===== config.mk =====
export PLATFORM = sky130hd
export DESIGN_NAME = mem_stage_ctrl
export DESIGN_NICKNAME = d
export VERILOG_FILES = /design/src/rtl/mips_pipe_pkg.sv /design/src/rtl/mem_wb_reg.sv /design/src/rtl/mem_stage_ctrl.sv
export SDC_FILE = /design/constraint.sdc
export NUM_CORES = 1
export LEC_CHECK = 0
export ABC_CLOCK_PERIOD_IN_PS = 2200
export CORE_AREA = 2 2 122 124
export CTS_CLUSTER_SIZE = 24
export DETAILED_ROUTE_END_ITERATION = 10
export DIE_AREA = 0 0 124 126
export PLACE_DENSITY_LB_ADDON = 0.05
export SYNTH_ARGS = -nofsm -noshare
export SYNTH_HDL_FRONTEND = slang
export SYNTH_HIERARCHICAL = 1
export SYNTH_SLANG_ARGS = --single-unit

===== constraint.sdc =====
create_clock -name clk -period 2.2 [get_ports clk]
set_input_delay 0.44 -clock clk [delete_from_list [all_inputs] [get_ports clk]]
set_output_delay 0.44 -clock clk [all_outputs]
set_load 0.02 [all_outputs]

===== src/rtl/mips_pipe_pkg.sv =====
// Shared types and constants for the MIPS pipeline memory stage.
// Holds the memory FSM state encoding, MEM/WB control bundle and its bubble value.
package mips_pipe_pkg;

    localparam int DATA_W     = 32;
    localparam int REG_ADDR_W = 5;

    typedef enum logic {
        IDLE = 1'b0,
        WAIT = 1'b1
    } mem_state_t;

    typedef struct packed {
        logic regwrite;
        logic memtoreg;
    } wb_ctrl_t;

    // A bubble clears only the writeback controls; data fields keep their last value.
    localparam wb_ctrl_t WB_BUBBLE = '{regwrite: 1'b0, memtoreg: 1'b0};

    function automatic logic branch_taken(input logic beq, input logic bne, input logic zero);
        return (beq & zero) | (bne & ~zero);
    endfunction

endpackage


===== src/rtl/mem_wb_reg.sv =====
// MEM/WB pipeline register bank: loads the current instruction or inserts a bubble.
// Load data is captured only on a completing load; otherwise it holds.
module mem_wb_reg #(
    parameter int N          = 32,
    parameter int REG_ADDR_W = 5
) (
    input  logic                  clk,
    input  logic                  reset,
    input  logic                  load,
    input  logic                  rdata_load,
    input  logic                  regwrite,
    input  logic                  memtoreg,
    input  logic [N-1:0]          alu_result,
    input  logic [REG_ADDR_W-1:0] write_reg,
    input  logic [N-1:0]          rdata,
    output logic                  wb_regwrite,
    output logic                  wb_memtoreg,
    output logic [N-1:0]          wb_read_data,
    output logic [N-1:0]          wb_alu_result,
    output logic [REG_ADDR_W-1:0] wb_write_reg
);
    import mips_pipe_pkg::*;

    wb_ctrl_t              ctrl_reg;
    logic [N-1:0]          read_data_reg;
    logic [N-1:0]          alu_result_reg;
    logic [REG_ADDR_W-1:0] write_reg_reg;

    always_ff @(posedge clk or negedge reset) begin
        if (!reset) begin
            ctrl_reg       <= WB_BUBBLE;
            read_data_reg  <= '0;
            alu_result_reg <= '0;
            write_reg_reg  <= '0;
        end else if (load) begin
            ctrl_reg.regwrite <= regwrite;
            ctrl_reg.memtoreg <= memtoreg;
            alu_result_reg    <= alu_result;
            write_reg_reg     <= write_reg;
            if (rdata_load) begin
                read_data_reg <= rdata;
            end
        end else begin
            ctrl_reg <= WB_BUBBLE;
        end
    end

    assign wb_regwrite   = ctrl_reg.regwrite;
    assign wb_memtoreg   = ctrl_reg.memtoreg;
    assign wb_read_data  = read_data_reg;
    assign wb_alu_result = alu_result_reg;
    assign wb_write_reg  = write_reg_reg;

endmodule


===== src/rtl/mem_stage_ctrl.sv =====
// MIPS MEM stage: branch resolution, data-memory req/ready sequencing, upstream stall, MEM/WB bank.
// Optional misaligned-access trap is enabled by defining MEM_MISALIGN_TRAP_EN.
module mem_stage_ctrl #(
    parameter int N          = 32,
    parameter int REG_ADDR_W = 5
) (
    input  logic                  clk,
    input  logic                  reset,
    input  logic                  in_beq,
    input  logic                  in_bne,
    input  logic                  in_memread,
    input  logic                  in_memwrite,
    input  logic                  in_memtoreg,
    input  logic                  in_regwrite,
    input  logic [N-1:0]          in_alu_result,
    input  logic                  in_alu_zero,
    input  logic [N-1:0]          in_branch_target,
    input  logic [N-1:0]          in_read_data2,
    input  logic [REG_ADDR_W-1:0] in_write_reg,
    output logic                  dmem_req,
    output logic                  dmem_we,
    output logic [N-1:0]          dmem_addr,
    output logic [N-1:0]          dmem_wdata,
    input  logic [N-1:0]          dmem_rdata,
    input  logic                  dmem_ready,
    output logic                  stall,
    output logic                  pc_src,
    output logic [N-1:0]          branch_target,
    output logic                  wb_regwrite,
    output logic                  wb_memtoreg,
    output logic [N-1:0]          wb_read_data,
    output logic [N-1:0]          wb_alu_result,
    output logic [REG_ADDR_W-1:0] wb_write_reg
`ifdef MEM_MISALIGN_TRAP_EN
    ,
    output logic                  misalign_err,
    output logic [N-1:0]          misalign_addr
`endif
);
    import mips_pipe_pkg::*;

    mem_state_t state_reg;
    mem_state_t state_next;

    logic mem_op;
    logic read_op;
    logic misalign;
    logic access;
    logic wb_load;
    logic rdata_load;

    // Store wins over a simultaneous read, so a read only counts without memwrite.
    always_comb begin
        mem_op  = in_memread | in_memwrite;
        read_op = in_memread & ~in_memwrite;
`ifdef MEM_MISALIGN_TRAP_EN
        misalign = mem_op & (in_alu_result[1:0] != 2'b00);
`else
        misalign = 1'b0;
`endif
        access  = mem_op & ~misalign;
    end

    assign dmem_we       = in_memwrite;
    assign dmem_addr     = in_alu_result;
    assign dmem_wdata    = in_read_data2;
    assign branch_target = in_branch_target;

    always_ff @(posedge clk or negedge reset) begin
        if (!reset) begin
            state_reg <= IDLE;
        end else begin
            state_reg <= state_next;
        end
    end

    always_comb begin
        state_next = state_reg;
        case (state_reg)
            IDLE:    if (access && !dmem_ready) state_next = WAIT;
            WAIT:    if (dmem_ready)            state_next = IDLE;
            default:                            state_next = IDLE;
        endcase
    end

    // Reset gates the request so an abandoned access drops off the bus at once.
    always_comb begin
        dmem_req   = reset & ((state_reg == WAIT) | access);
        stall      = dmem_req & ~dmem_ready;
        wb_load    = ~stall & ~misalign;
        rdata_load = read_op & dmem_req & dmem_ready;
        pc_src     = reset & ~stall & ~mem_op
                   & branch_taken(in_beq, in_bne, in_alu_zero);
    end

    mem_wb_reg #(
        .N          (N),
        .REG_ADDR_W (REG_ADDR_W)
    ) u_mem_wb_reg (
        .clk           (clk),
        .reset         (reset),
        .load          (wb_load),
        .rdata_load    (rdata_load),
        .regwrite      (in_regwrite),
        .memtoreg      (in_memtoreg),
        .alu_result    (in_alu_result),
        .write_reg     (in_write_reg),
        .rdata         (dmem_rdata),
        .wb_regwrite   (wb_regwrite),
        .wb_memtoreg   (wb_memtoreg),
        .wb_read_data  (wb_read_data),
        .wb_alu_result (wb_alu_result),
        .wb_write_reg  (wb_write_reg)
    );

`ifdef MEM_MISALIGN_TRAP_EN
    logic         misalign_err_reg;
    logic [N-1:0] misalign_addr_reg;

    always_ff @(posedge clk or negedge reset) begin
        if (!reset) begin
            misalign_err_reg  <= 1'b0;
            misalign_addr_reg <= '0;
        end else begin
            misalign_err_reg <= misalign & (state_reg == IDLE);
            if (misalign && state_reg == IDLE) begin
                misalign_addr_reg <= in_alu_result;
            end
        end
    end

    assign misalign_err  = misalign_err_reg;
    assign misalign_addr = misalign_addr_reg;
`endif

endmodule


=== Word level (Yosys, flattened, before mapping) ===
Cells that the tools add are included.

* Flip-flop bits (word level): 72
* Bits of input ports: 143
* Logic and storage cells: 32

* Multiplexer cells: 4
* Bitwise logic cells: 19
* Reductions and logical operators: 3

{| class="wikitable"
|+ Operator list
! kind !! number
|-
| $and 1x1->1 || 10
|-
| $not 1->1 || 6
|-
| $or 1x1->1 || 3
|-
| $mux 1 || 2
|-
| $mux 2 || 1
|-
| $pmux 1 s2 || 1
|-
| $reduce_and 2->1 || 1
|-
| $logic_and 1x1->1 || 1
|-
| $logic_not 1->1 || 1
|}

=== Depth between registers and ports, before layout ===
Gate-level depths: netlist of run 1.

* Word-level depth: 8
* Gate-level depth with buffers: 5
* Depth with buffers taken out: 4

=== Cells and area by module ===
Netlist of run 1, hierarchy kept.

{| class="wikitable"
|+ By module, submodules not included
! module !! instances !! cells each !! area an instance (um^2) !! sequential area each (um^2)
|-
| mem_wb_reg || 1 || 150 || 2610.0 || 1776.7
|-
| mem_stage_ctrl || 1 || 110 || 829.5 || 25.0
|}

=== Worst setup path before layout of run 1 ===
No wires, ideal clock.

* Path type: input to register
* From: in in_memwrite
* To: reg u_mem_wb_reg.alu_result_reg[23], in the netlist u_mem_wb_reg/wb_alu_result[23]
* Data arrival time: 1.586 ns
* Data required time: 2.075 ns
* Path slack: 0.489 ns
* Cell stages on the path: 5
* Buffers on the path: 2
* Cell sequence: or3_4 > nand3_1 > buf_4 > buf_4 > mux2_2

* Cells in the longest elaborated chain, start to end: 4

{| class="wikitable"
|+ RTL lines
! item !! RTL line !! RTL
|-
| from (decl) || mem_stage_ctrl.sv:12 || <nowiki>input logic in_memwrite,</nowiki>
|-
| $or 1x1->1 || mem_stage_ctrl.sv:54 || <nowiki>mem_op = in_memread | in_memwrite;</nowiki>
|-
| $or 1x1->1 || mem_stage_ctrl.sv:88 || <nowiki>dmem_req = reset & ((state_reg == WAIT) | access);</nowiki>
|-
| $and 1x1->1 || mem_stage_ctrl.sv:88 ||
|-
| $and 1x1->1 || mem_stage_ctrl.sv:89 || <nowiki>stall = dmem_req & ~dmem_ready;</nowiki>
|-
| to (signal assigned) || mem_wb_reg.sv:38 || <nowiki>alu_result_reg <= alu_result;</nowiki>
|-
| to (decl) || mem_wb_reg.sv:26 || <nowiki>logic [N-1:0] alu_result_reg;</nowiki>
|}

Every way passes these cells.
A chain may end at the register's enable or synchronous reset.

=== Worst setup path after layout of run 1 ===
* From: in in_memwrite
* To: out stall

* Cells in the longest elaborated chain, start to end: 4

{| class="wikitable"
|+ RTL lines
! item !! RTL line !! RTL
|-
| $or 1x1->1 || mem_stage_ctrl.sv:54 ||
|-
| $or 1x1->1 || mem_stage_ctrl.sv:88 ||
|-
| $and 1x1->1 || mem_stage_ctrl.sv:88 ||
|-
| $and 1x1->1 || mem_stage_ctrl.sv:89 ||
|-
| to (decl) || mem_stage_ctrl.sv:26 || <nowiki>output logic stall,</nowiki>
|}

Every way passes these cells.

==> results of run 1 <==
power by group:
| group | total (mW) | internal (mW) | switching, mW | leakage [nW] |
|---|---|---|---|---|
| registers | 1.63 | 1.53 | 0.0982 | 0.855 |
| logic | 1.21 | 0.665 | 0.550 | 1.13 |
| clock network | 1.54 | 0.970 | 0.567 | 0.155 |
path summary, 6_finish.rpt:
check,from,end,slack (ps),cells past startpoint
worst max-delay path,in_memwrite,stall,40,4
worst min-delay path,u_mem_wb_reg/wb_read_data[2],u_mem_wb_reg/wb_read_data[2],490,1
worst max register to register,state_reg,u_mem_wb_reg/wb_read_data[21],480,5
worst min register to register,u_mem_wb_reg/wb_read_data[2],u_mem_wb_reg/wb_read_data[2],490,1
max in group asynchronous,reset,u_mem_wb_reg/wb_read_data[17],870,4
min in group asynchronous,reset,u_mem_wb_reg/wb_alu_result[10],500,2
final cells by class:
cell class / instances / area share
Timing Repair Buffer: 196 / 0.379
Inverter: 1 / 0.000723
Tap cell: 184 / 0.0443
Multi-Input combinational cell: 83 / 0.168
Clock buffer: 12 / 0.0513
Clock inverter: 4 / 0.00988
Sequential cell: 72 / 0.347
timing repair:
action / in CTS / in global routing
hold endpoints to repair: 3 / 0
resized for setup: 5 / 2
hold buffers: 1 / 0
buffers inserted: 0 / 0
setup endpoints to repair: 2 / 2
pin swaps: 0 / 0
cell families (layout without fill, tap and decap cells):
| kind of cell | Yosys count | after routing | share of synthesized area |
|---|---|---|---|
| buffers and inverters | 105 | 213 | 0.224 |
| DFF | 72 | 72 | 0.524 |
| muxes | 70 | 70 | 0.229 |
| and+or+nand+nor | 12 | 12 | 0.0193 |
| AOI/OAI and AO/OA | 1 | 1 | 0.00327 |
synthesized netlist by cell type:
cell type	number
buf_4	99
dfrtp_1	72
mux2_2	40
mux2_1	30
buf_2	5
and2_1	3
nand2_1	2
nor2_1	2
nor3_1	2
and3_1	1
inv_1	1
nand3_1	1
o2111a_1	1
or3_4	1
routing by layer:
metal / global-route usage / up-vias / part of all wire
li1: - / 982 / -
met1: 0.125 / 1059 / 0.37
met2: 0.176 / 109 / 0.49
met3: 0.0489 / 40 / 0.10
met4: 0.0879 / 0 / 0.044
met5: 0 / - / 0
worst max-delay path: cells and delay by family:
| kind | cells | cell delay [ps] |
|---|---|---|
| buffers and inverters | 2 | 680 |
| AND/OR/NAND/NOR | 2 | 600 |
==> run_results.csv, run 1 <==
group,metric,value,unit
placed_design,dpl_cell_area,0.00487,mm²
placed_design,dp_hpwl,6670,µm
floorplan,dieArea,0.0156,mm²
floorplan,io-pin-count,314,
route,dr.first_iter.drc_count,52,
worst_setup_path,cp_max_fo,3,
pwr,peakVddDrop,349,µV
floorplan,rows,44,
route,wl,8870,µm
pwr,power,4.38,mW
clock_network,cts_max_level,3,
synthesis,avgSynthCellArea,13.2,µm²
route,dr.pass1.iters,4,
clock_network,clockBufferDepth,2,
global_route,grt_max_degree,37,
worst_setup_path,crit_type,"in2out",
synthesis,ys_seq_area_frac,0.524,
sta,fin_crit,2160,ps
finish,fin_util,0.363,
synthesis,yosysTopAreaCellShare,0.524,
clock_network,cts_sinks,72,
sta,tightest_slew,512,ps
sta,max_freq,464,MHz
synthesis,syn-cell-area,0.00344,mm²
synthesis,netlist_top_cells_area,"dfrtp_1, buf_4, mux2_2",
sta,holdWs,489,ps
synthesis,yosysTopAreaCell,"dfrtp_1",
synthesis,synth_seq_cells,72,
status,status,"finished clean",
global_route,antenna_found_initial,0,
job,cap_violations,0,
finish,drive_gt1_frac,0.196,
clock_network,clkTransAtPathRegs,60,ps
sta,drv_slew,0,
synthesis,syn_nets,403,
sta,timing_hold_violations_final,0,
finish,syn_to_final_growth,51.0,%
finish,final_cells,552,
clock_network,cts-root-buf,"clkbuf_16",
worst_setup_path,critPathLaunchType,"input port",
worst_setup_path,worstPathCellList,"clkdlybuf4s50_1, or3_4, and3_1, clkdlybuf4s15_2",
placed_design,dp_cells,535,
clock_network,tritoncts,"yes",
route,drt.antenna.violating_nets,0,
floorplan,fp.dieW,124,µm
finish,multi_input_area,871,µm²
finish,layout_commonest_cell,"clkdlybuf4s50_1",
finish,final-seq-area,0.00180,mm²
sta,fin_crit_sh,0.980,
worst_setup_path,crit_path_end_kind,"output pin",
finish,n_fill_cell,1426,
sta,rsz0062_at_grt,"no",
sta,fin_ws,43.0,ps
synthesis,synth_cell_type_count,14,
worst_setup_path,cp.arrival,1720,ps
route,routed-via-count,2190,
route,post_drt_wl_per_cell,16.1,µm
sta,setup_viol,0,
global_route,grt_usage,0.115,
finish,layout.nets,506,
floorplan,start_util,0.240,
pwr,leakagePower,2.14,nW
finish,fin_area,0.00519,mm²
placed_design,portBuffers,185,
global_route,grt_pass1_vias,2303,
finish,n_antenna_cell,0,
finish,mostFrequentLayoutCells,"clkdlybuf4s50_1, dfrtp_1, mux2_2, mux2_1, clkbuf_16",
worst_setup_path,required,1760,ps
synthesis,synth_warnings,6,
clock_network,cts_buffers,9,
global_route,grt_pass1_wl,13000,µm
sta,fin_skew,5.83,ps
placed_design,pre_cts_slack,-258,ps
global_route,overflow,0,
route,drc,0,
sta,maxSlewHeadroom,0.659,
floorplan,die_h,126,µm
sta,fin_tns_setup,0,ps
pwr,power_density,843,mW/mm²
worst_setup_path,max_stage_delay,430,ps
floorplan,core_area,0.0143,mm²
worst_setup_path,critPathSlowestCell,"clkdlybuf4s50_1",
route,viasPerCell,3.97,
worst_hold_path,hold_class,"reg2reg",
synthesis,synthCells,260,
placed_design,finalWeightedCongestion,0.665,
clock_network,worstSkewPairLatency,340,ps
Note: power is estimated with default switching activity, not from simulation.
==> run 2, diff against run 1 <==
--- a/config.mk
+++ b/config.mk
@@ -11,6 +11,7 @@
 export DETAILED_ROUTE_END_ITERATION = 10
 export DIE_AREA = 0 0 124 126
 export PLACE_DENSITY_LB_ADDON = 0.05
+export SLEW_MARGIN = 20
 export SYNTH_ARGS = -nofsm -noshare
 export SYNTH_HDL_FRONTEND = slang
 export SYNTH_HIERARCHICAL = 1
==> results of run 2 <==
No change in the layout: final DEF, timing and power equal those of run 1.
==> run 3, diff against run 2 <==
--- a/config.mk
+++ b/config.mk
@@ -11,6 +11,7 @@
 export DETAILED_ROUTE_END_ITERATION = 10
 export DIE_AREA = 0 0 124 126
 export PLACE_DENSITY_LB_ADDON = 0.05
+export REMOVE_ABC_BUFFERS = 1
 export SLEW_MARGIN = 20
 export SYNTH_ARGS = -nofsm -noshare
 export SYNTH_HDL_FRONTEND = slang
==> constraint.sdc (replaced) <==
create_clock -name clk -period 2.2 [get_ports clk]
set_input_delay 0.55 -clock clk [delete_from_list [all_inputs] [get_ports clk]]
set_output_delay 0.55 -clock clk [all_outputs]
set_load 0.02 [all_outputs]
==> run 3 against run 2 <==
Compared with the run above:
- clock skew fell by 2.0 ps
- routed wire length rose by 49%
- fmax fell by 0.72%
- cell area rose by 2.3%
==> run_results.csv, run 3 (synthesis results as in run 1) <==
group,metric,value,unit
clock_network,cts_max_level,3,
pwr,p_sw_frac,0.273,
worst_setup_path,cp.arrival,1620,ps
route,viasPerCell,4.24,
floorplan,die_h,126,µm
finish,layout_commonest_cell,"clkdlybuf4s50_1",
pwr,power_density,831,mW/mm²
worst_hold_path,hold_class,"in2async",
global_route,grt_usage,0.171,
sta,max_freq,460,MHz
sta,fin_crit,2170,ps
clock_network,cts-root-buf,"clkbuf_16",
clock_network,cts_buffers,9,
worst_setup_path,critPathSlowestCell,"clkdlybuf4s50_1",
worst_setup_path,cp_common_cell,"clkdlybuf4s50_1",
clock_network,clkTransAtPathRegs,60,ps
worst_setup_path,crit_type,"in2out",
placed_design,portBuffers,185,
floorplan,fp.dieW,124,µm
pwr,internal_power,3.21,mW
worst_setup_path,max_stage_delay,600,ps
finish,mostFrequentLayoutCells,"clkdlybuf4s50_1, dfrtp_1, mux2_2, mux2_1, buf_4",
clock_network,clockBufferDepth,2,
clock_network,worstSkewPairLatency,330,ps
floorplan,rows,44,
sta,holdWs,261,ps
clock_network,post_cts_buffers,0,
global_route,grt_pass1_vias,2541,
floorplan,core_area,0.0143,mm²
sta,setup_viol,0,
global_route,grt_max_degree,48,
sta,fin_crit_sh,0.988,
pwr,seq_power_share,0.368,
job,cap_violations,0,
status,status,"finished clean",
placed_design,dp_hpwl,10300,µm
pwr,power,4.42,mW
finish,n_antenna_cell,0,
floorplan,dieArea,0.0156,mm²
finish,layout.nets,520,
placed_design,finalWeightedCongestion,0.759,
route,drc,0,
worst_setup_path,crit_path_end_kind,"output pin",
sta,maxSlewHeadroom,0.578,
sta,drv_slew,0,
floorplan,start_util,0.240,
clock_network,cts_sinks,72,
pwr,peakVddDrop,411,µV
sta,timing_hold_violations_final,0,
global_route,overflow,0,
pwr,pwr-share-comb,0.276,
route,dr.pass1.iters,4,
worst_setup_path,critical_path.top_delay_family,"buffers and inverters",
worst_setup_path,cp_max_fo,2,
route,drt.antenna.violating_nets,0,
floorplan,io-pin-count,314,
global_route,grt_pass1_wl,18400,µm
worst_setup_path,required,1650,ps
pwr,leakagePower,2.39,nW
route,routed-via-count,2398,
sta,rsz0062_at_grt,"no",
sta,fin_skew,3.82,ps
route,wl,13200,µm
sta,tightest_slew,633,ps
pwr,clkPwrFrac,0.356,
finish,syn_to_final_growth,54.5,%
finish,drive_gt1_frac,0.228,
pwr,p_sw,1.20,mW
global_route,antenna_found_initial,0,
worst_setup_path,critPathLaunchType,"input port",
worst_setup_path,cp_num_buf_inv,2,
worst_setup_path,worstPathCellList,"clkdlybuf4s50_1, clkdlybuf4s50_1",
route,post_drt_wl_per_cell,23.3,µm
route,dr.first_iter.drc_count,98,
clock_network,tritoncts,"yes",
==> run 3: routing by layer <==
| metal | global-route usage | share of wire | vias to the layer above |
|---|---|---|---|
| li1 | - | - | 1015 |
| met1 | 0.207 | 0.40 | 1104 |
| met2 | 0.179 | 0.32 | 254 |
| met3 | 0.183 | 0.25 | 19 |
| met4 | 0.0601 | 0.015 | 6 |
| met5 | 0.128 | 0.016 | - |
==> run 3: layout make-up <==
cell class	instances	area [µm²]
sequential	72	1800
fill	1406	9000
inverter	1	3.75
clock buffer	10	239
clock inverter	6	82.6
timing repair buffer	210	2080
tap	184	230
multi-input combinational	83	875
==> run 3: path summary, 6_finish.rpt <==
check                                             start                              to  slack [ps]  cells past startpoint
min in group clk           u_mem_wb_reg/wb_read_data[8]    u_mem_wb_reg/wb_read_data[8]         490                      1
min reg2reg                u_mem_wb_reg/wb_read_data[8]    u_mem_wb_reg/wb_read_data[8]         490                      1
max in group asynchronous                         reset  u_mem_wb_reg/wb_alu_result[11]        1390                      2
max                                   in_alu_result[12]                   dmem_addr[12]          30                      2
max reg2reg                                   state_reg    u_mem_wb_reg/wb_read_data[7]         470                      5
min                                               reset                       state_reg         260                      2
==> run 3: power groups by stage <==
stage	clock, mW	combinational (mW)	sequential (mW)
3_5_place_dp	0	1.25	1.65
6_report	1.57	1.22	1.63
3_3_place_gp	0	1.25	1.65
4_1_cts	1.63	1.24	1.63
2_1_floorplan	0	0.189	1.90
5_1_grt	1.70	1.30	1.65
==> run 3: repair_timing <==
item,in CTS,in global routing
gates cloned,0,0
endpoints found under the setup margin,20,17
gates resized for setup,31,18
hold buffers,0,0
pin swaps,1,0
==> run 3: worst reg2reg max path: stages (launching register included) <==
cell	delay (ps)
dfrtp_1	380
or3_4	400
nand3_2	170
nand2_1	120
buf_12	190
mux2_1	360
==> run 3: per-stage QoR <==
step / instances / util / cell area, µm² / setup WS (ps) / setup TNS [ps]
final: 566 / 0.371 / 5320 / 27.3 / 0
after detailed placement: 550 / 0.348 / 4980 / -540 / -9180
after global placement: 550 / 0.348 / 4980 / -526 / -8200
after CTS: 566 / 0.369 / 5280 / 3.46 / 0
after floorplan: 156 / - / 2670 / -1270 / -45390
after global routing: 566 / 0.371 / 5320 / 0.179 / 0
